[src/rtl/mul_acc_seq.sv]
// Sequential unsigned multiply-accumulate engine for dot products.
// Operand beats stream in through a valid/ready handshake; a beat tagged
// last closes the stream and its result is presented on a second
// valid/ready handshake while the next stream waits.

// Unsigned multiply-add: p = x*y + a, truncated to widthA bits.
// A non-zero speed uses a single-cycle array multiply; zero selects a
// shift-and-add form that maps to a slimmer, slower adder chain.
module MulAddUns #(
  parameter int widthX = 8,
  parameter int widthY = 8,
  parameter int widthA = 20,
  parameter int speed  = 1
) (
  input  logic [widthX-1:0] x,
  input  logic [widthY-1:0] y,
  input  logic [widthA-1:0] a,
  output logic [widthA-1:0] p
);

  if (speed > 0) begin : g_fast
    assign p = widthA'(x) * widthA'(y) + a;
  end else begin : g_serial
    // Accumulate one shifted copy of y for every set bit of x
    always_comb begin
      p = a;
      for (int i = 0; i < widthX; i++) begin
        if (x[i]) begin
          p = p + (widthA'(y) << i);
        end
      end
    end
  end

endmodule

// Top level: stream controller and accumulator registers around one MulAddUns.
module mul_acc_seq #(
  parameter int widthX   = 8,
  parameter int widthY   = 8,
  parameter int widthA   = 20,
  parameter int widthCnt = 16,
  parameter int speed    = 1
) (
  input  logic                clk_i,
  input  logic                rst_ni,
  input  logic                in_valid_i,
  output logic                in_ready_o,
  input  logic [widthX-1:0]   x_i,
  input  logic [widthY-1:0]   y_i,
  input  logic                last_i,
  input  logic                clr_i,
  output logic                out_valid_o,
  input  logic                out_ready_i,
  output logic [widthA-1:0]   acc_o,
  output logic                ovf_o,
  output logic [widthCnt-1:0] cnt_o
);

  typedef enum logic {
    ACCUM,
    HOLD
  } state_t;

  state_t state_q, state_d;

  logic [widthA-1:0]   acc_q;
  logic [widthCnt-1:0] cnt_q;
  logic                ovf_q;

  logic [widthA-1:0]   p;
  logic [widthCnt-1:0] cnt_inc;
  logic                wrap;
  logic                accept;
  logic                accept_last;
  logic                do_clr;

  MulAddUns #(
    .widthX(widthX),
    .widthY(widthY),
    .widthA(widthA),
    .speed (speed)
  ) u_mul_add (
    .x(x_i),
    .y(y_i),
    .a(acc_q),
    .p(p)
  );

  // The sum only ever grows, so a result smaller than the old sum means it wrapped
  assign wrap    = (p < acc_q);
  assign cnt_inc = (cnt_q == '1) ? cnt_q : cnt_q + widthCnt'(1);

  // Ready is purely a function of state and flush, never of in_valid_i
  assign in_ready_o  = rst_ni & (state_q == ACCUM) & ~clr_i;
  assign out_valid_o = (state_q == HOLD);

  // State register
  always_ff @(posedge clk_i) begin
    if (!rst_ni) begin
      state_q <= ACCUM;
    end else begin
      state_q <= state_d;
    end
  end

  // Next-state and beat-acceptance decode; a flush takes priority over a beat
  always_comb begin
    state_d     = state_q;
    accept      = 1'b0;
    accept_last = 1'b0;
    do_clr      = 1'b0;
    case (state_q)
      ACCUM: begin
        if (clr_i) begin
          do_clr = 1'b1;
        end else if (in_valid_i) begin
          accept = 1'b1;
          if (last_i) begin
            accept_last = 1'b1;
            state_d     = HOLD;
          end
        end
      end
      HOLD: begin
        if (out_ready_i) begin
          state_d = ACCUM;
        end
      end
      default: state_d = ACCUM;
    endcase
  end

  // Partial-sum registers and the presented result; the result only moves on a last beat
  always_ff @(posedge clk_i) begin
    if (!rst_ni) begin
      acc_q <= '0;
      cnt_q <= '0;
      ovf_q <= 1'b0;
      acc_o <= '0;
      cnt_o <= '0;
      ovf_o <= 1'b0;
    end else if (do_clr) begin
      acc_q <= '0;
      cnt_q <= '0;
      ovf_q <= 1'b0;
    end else if (accept_last) begin
      acc_o <= p;
      cnt_o <= cnt_inc;
      ovf_o <= ovf_q | wrap;
      acc_q <= '0;
      cnt_q <= '0;
      ovf_q <= 1'b0;
    end else if (accept) begin
      acc_q <= p;
      cnt_q <= cnt_inc;
      ovf_q <= ovf_q | wrap;
    end
  end

endmodule

[config.mk]
export PLATFORM = sky130hd
export DESIGN_NAME = mul_acc_seq
export DESIGN_NICKNAME = d
export VERILOG_FILES = /design/src/rtl/mul_acc_seq.sv
export SDC_FILE = /design/constraint.sdc
export NUM_CORES = 1
export LEC_CHECK = 0
export BUFFER_PORTS_ARGS = -buffer_cell sky130_fd_sc_hd__buf_2
export CORE_MARGIN = 1
export CORE_UTILIZATION = 60
export DETAILED_ROUTE_END_ITERATION = 8
export PLACE_DENSITY_LB_ADDON = 0.08
export SYNTH_ARGS = -nofsm -noshare
export SYNTH_HDL_FRONTEND = slang
export SYNTH_SLANG_ARGS = --single-unit
export TNS_END_PERCENT = 1
[constraint.sdc]
create_clock -name clk_i -period 10 [get_ports clk_i]
set_clock_uncertainty 0.2 [all_clocks]
set_input_delay 1 -clock clk_i [delete_from_list [all_inputs] [get_ports clk_i]]
set_output_delay 1 -clock clk_i [all_outputs]
set_load 0.05 [all_outputs]
# == After elaboration in Yosys (flattened, before gate mapping) ==
# Cells that the tools add are included.
# word_totals
regBits,75
elab_cells,33
# op_classes
addsub,2
multipliers,1
n_lt_le_gt_ge,1
eq_ne,1
n_mux,12
n_bitwise,7
reduce_logical,2
# op_table
op,n
adder 16 x 20 -> 20 bit,1
< comparator 20 bit,1
"adder 16 x 1 -> 16 bit, second input constant",1
"equality test 16 bit, second input constant",1
multiplier 8 x 8 -> 16 bit,1
two-way mux 16 bit,1
two-way mux 1 bit,10
NOT 1 bit,4
OR reduction 3 bit,1
AND 1 bit,2
case mux 1 bit (2 select lines),1
AND reduction 2 bit,1
OR 1 bit,1

# == Logic depth before layout (Yosys ltp) ==
# depth
ltp_word,5
ltp_mapped,25
ltp_nobuf,25

# == Cells and area by module ==
# From an unflattened synthesis, not the netlist that was laid out.
# unflattened
hier_cells,788
area_unflattened_um2,6311.1
# modules_own_cells
mod,instances,cells_per_inst,area_per_inst_um2,seq_area_each_um2
mul_acc_seq,1,454,3601.0,1501.4
MulAddUns,1,334,2710.1,0.0

# == Worst setup path before layout ==
# No wires, ideal clock.
# synth_timing
path_type,input -> register
start,in y_i[0]
end,reg ovf_o
arrival_ns,5.904
setup_slack_ns,3.821
path_stages,22
n_path_buf,1
cell_sequence,clkbuf_1 nand2_1 fa_1 inv_1 fa_1 inv_1 fa_1 fa_1 inv_1 ha_1 o21ai_1 a21oi_1 o21a_1 or3_1 and2_1 ha_1 and4_1 a211oi_1 nand2_1 o31ai_1 nand3_1 a31oi_1
# synth_via
elab_chain_cells,4
# synth_rtl
item,line_no,text
start: declaration,50,"input logic [widthY-1:0] y_i,"
multiplier 8 x 8 -> 16 bit,22,assign p = widthA'(x) * widthA'(y) + a;
adder 16 x 20 -> 20 bit,22,
via p[9],71,logic [widthA-1:0] p;
< comparator 20 bit,91,assign wrap = (p < acc_q);
OR 1 bit,150,ovf_o <= ovf_q | wrap;
end signal: assignment,150,
end: declaration,56,"output logic ovf_o,"
# The timed path passes the listed nets, and every way through them passes these cells.
# A chain may end at the register's enable or synchronous reset.

# == Worst setup path after layout ==
# layout_timing
start,in x_i[3]
end,reg ovf_q
# layout_via
elab_chain_cells,4
# layout_rtl
item,line_no,text
start: declaration,49,"input logic [widthX-1:0] x_i,"
multiplier 8 x 8 -> 16 bit,22,
adder 16 x 20 -> 20 bit,22,
via p[11],71,
< comparator 20 bit,91,
OR 1 bit,157,ovf_q <= ovf_q | wrap;
end signal: assignment,157,
end: declaration,69,logic ovf_q;
# The timed path passes the listed nets, and every way through them passes these cells.

==> results.toml <==
[clock_network]
clk_latency_ps = 360
cts_resized = 0
tritoncts = "built"
clk_pin_slew_ps = 80
hold_buffers = 0
cts_setup_buffers = 0
clk_path_buf_depth = 2
cts_buffers = 9
numClockSinks = 75
root_buffer = "clkbuf_8"
h-tree-depth = 3

[logic_synthesis]
synth.most_common_cell = "nand2_1"
ys_ff_latch = 75
syn-num-nets = 911
seq_area_frac_synth_pct = 23.73
synth_flop_cell = "dfxtp_1"
synth_cell_types = 51
ys_top_cells_by_count = "nand2_1 (115), inv_1 (114), dfxtp_1 (75)"
ys_async_sr_fraction_pct = 0
synth_top_area_cell = "dfxtp_1"
yosysTopAreaCellShare_pct = 23.73
synth_area_per_cell_um2 = 8.131
synth_edf_count = 0
synth_cells = 778
synth_warnings = 0
netlist_area_mm2 = 0.006326
synth.area.top_cells = "dfxtp_1 (24%), fa_1 (16%), ha_1 (12%)"

[floorplan]
die-area_mm2 = 0.01096
rows = 37
die_w_um = 104.7
fp.coreArea_mm2 = 0.01028
dieHeight_um = 104.7
ios = 61
start_util_pct = 61.55

[timing]
period_share_pct = 63.49
hold_viol = 0
slew_violations = 0
period_needed_ps = 6349
fmax_ghz = 0.1575
tightest_slew_ps = 1047
maxSlewHeadroom_pct = 30.00
tns_ps = 0
rsz0062_at_grt = "no"
setup_viol = 0

[global_route]
grt_max_degree = 30
grt_pass1_vias = 5294
grt_use_total_pct = 28.41
antenna_found_initial = 0
grt-ovfl-total = 0
grt_first_pass_wirelength_um = 25010

[drt]
drtIter0Drc = 341
drt_wl_total_um = 14400
via_count = 5500
ant_nets = 0
dr.pass1.iters = 5
viasPerCell = 5.694
drc = 0
wl_per_cell_um = 14.91

[finish]
area_growth_pct = 9.672
drive_gt1_share_pct = 10.24
nets = 958
num-fill-cells = 875
antenna_cells = 0
final_cell_area_mm2 = 0.006938

[place]
hpwlAfterDp_um = 11160
port_buffers = 60
gp_congestion = 0.9062
placed_area_mm2 = 0.006711

[setup_path]
crit_path_start_kind = "input pin"
worstPathMaxFanout = 8
endpoint_kind = "flop"
worstSetupPathType = "input pin to flop"
arrival_ps = 6430
critPathRequiredTime_ps = 10080

[status]
status = "completed"

[power]
vdd_ir_drop_max_mv = 0.1162
total_power_mw = 1.504
p_per_area_mw_per_mm2 = 216.8
p_leak_nw = 3.156

[run]
maxCapViolCount = 0

[min_path]
hold_class = "flop to flop"
-- cells in the final DEF (no fill, tap or decap), types with 7 or more instances in the layout --
cell,netlist,final
and2_1,38,38
nand2b_1,7,7
or3_1,8,8
buf_2,5,60
xnor2_1,19,19
nor2_1,48,48
o21a_1,7,7
clkbuf_8,0,10
nand2_1,115,115
a211oi_1,17,17
fa_1,51,51
ha_1,60,60
o21ai_1,11,11
xor2_1,9,9
o211ai_1,7,7
dfxtp_1,75,75
nor3_1,8,8
inv_1,114,114
o21ai_0,18,18
a21oi_1,57,57
nand3_1,18,18
-- path summary, 6_finish.rpt --
check	startpoint	endpoint	slack, ps	depth (start not counted)
worst min register to register	acc_o[2]	acc_o[2]	250	2
worst min-delay path	acc_o[2]	acc_o[2]	250	2
worst max register to register	acc_q[6]	ovf_q	4260	20
worst max-delay path	x_i[3]	ovf_q	3650	20
-- power by group --
part / internal (mW) / leakage (nW) / switching, mW
clock network: 0.147 / 0.108 / 0.115
logic: 0.352 / 2.44 / 0.559
registers: 0.318 / 0.607 / 0.0131
total: 0.816 / 3.16 / 0.688
-- critical path: stages --
cell and delay, ps:
buf_2 150, and2_1 180, fa_1 500, fa_1 510, fa_1 560, inv_1 60, fa_1 520, inv_1 40
ha_1 420, nand3_1 160, a211oi_1 320, nor3_1 160, xnor2_1 330, ha_1 310, and4_1 210, a211oi_1 300
nand2_1 90, o31ai_1 270, nand4_1 130, a21oi_1 190
-- final cells by class --
class	count	area, µm²	area share, %
timing repair buffer	63	322.8	4.653
inverter	115	431.7	6.222
sequential	75	1501	21.64
clock inverter	6	88.84	1.280
tap	136	170.2	2.453
multi-input combinational	561	4285	61.77
clock buffer	10	137.6	1.984
-- routing by layer --
| layer | routed length [µm] | part of all wire, % | global-route usage, % |
|---|---|---|---|
| met1 | 6437 | 45 | 38.19 |
| met2 | 6895 | 48 | 46.55 |
| met3 | 770 | 5.3 | 4.492 |
| met4 | 294 | 2.0 | 9.859 |
| met5 | 0 | 0 | 0 |
-- cell families after synthesis --
| logic type | count (synthesis) | share of synthesized area, % |
|---|---|---|
| compound gates | 151 | 14.75 |
| xor+xnor | 28 | 3.877 |
| fa+ha+maj | 111 | 28.01 |
| buf+inv | 142 | 8.524 |
| flops | 75 | 23.73 |
| mux | 5 | 0.8307 |
| simple gates | 266 | 20.27 |
-- registers in the layout (all words and copies together), names as in the netlist --
signal	flops
cnt_o	16
ovf_o	1
ovf_q	1
cnt_q	16
acc_o	20
out_valid_o	1
acc_q	20
-- stage by stage --
stage	hold slack (ps)	util [%]	cells	setup WS, ps
after detailed placement	244.4	65.30	950	3365
after floorplan	236.3	-	778	3821
after CTS	255.2	67.51	966	3713
final	253.3	67.51	966	3651
after global routing	275.4	67.51	966	3330
after global placement	238.5	65.30	950	3472
Power figures use the tool's default switching activity.
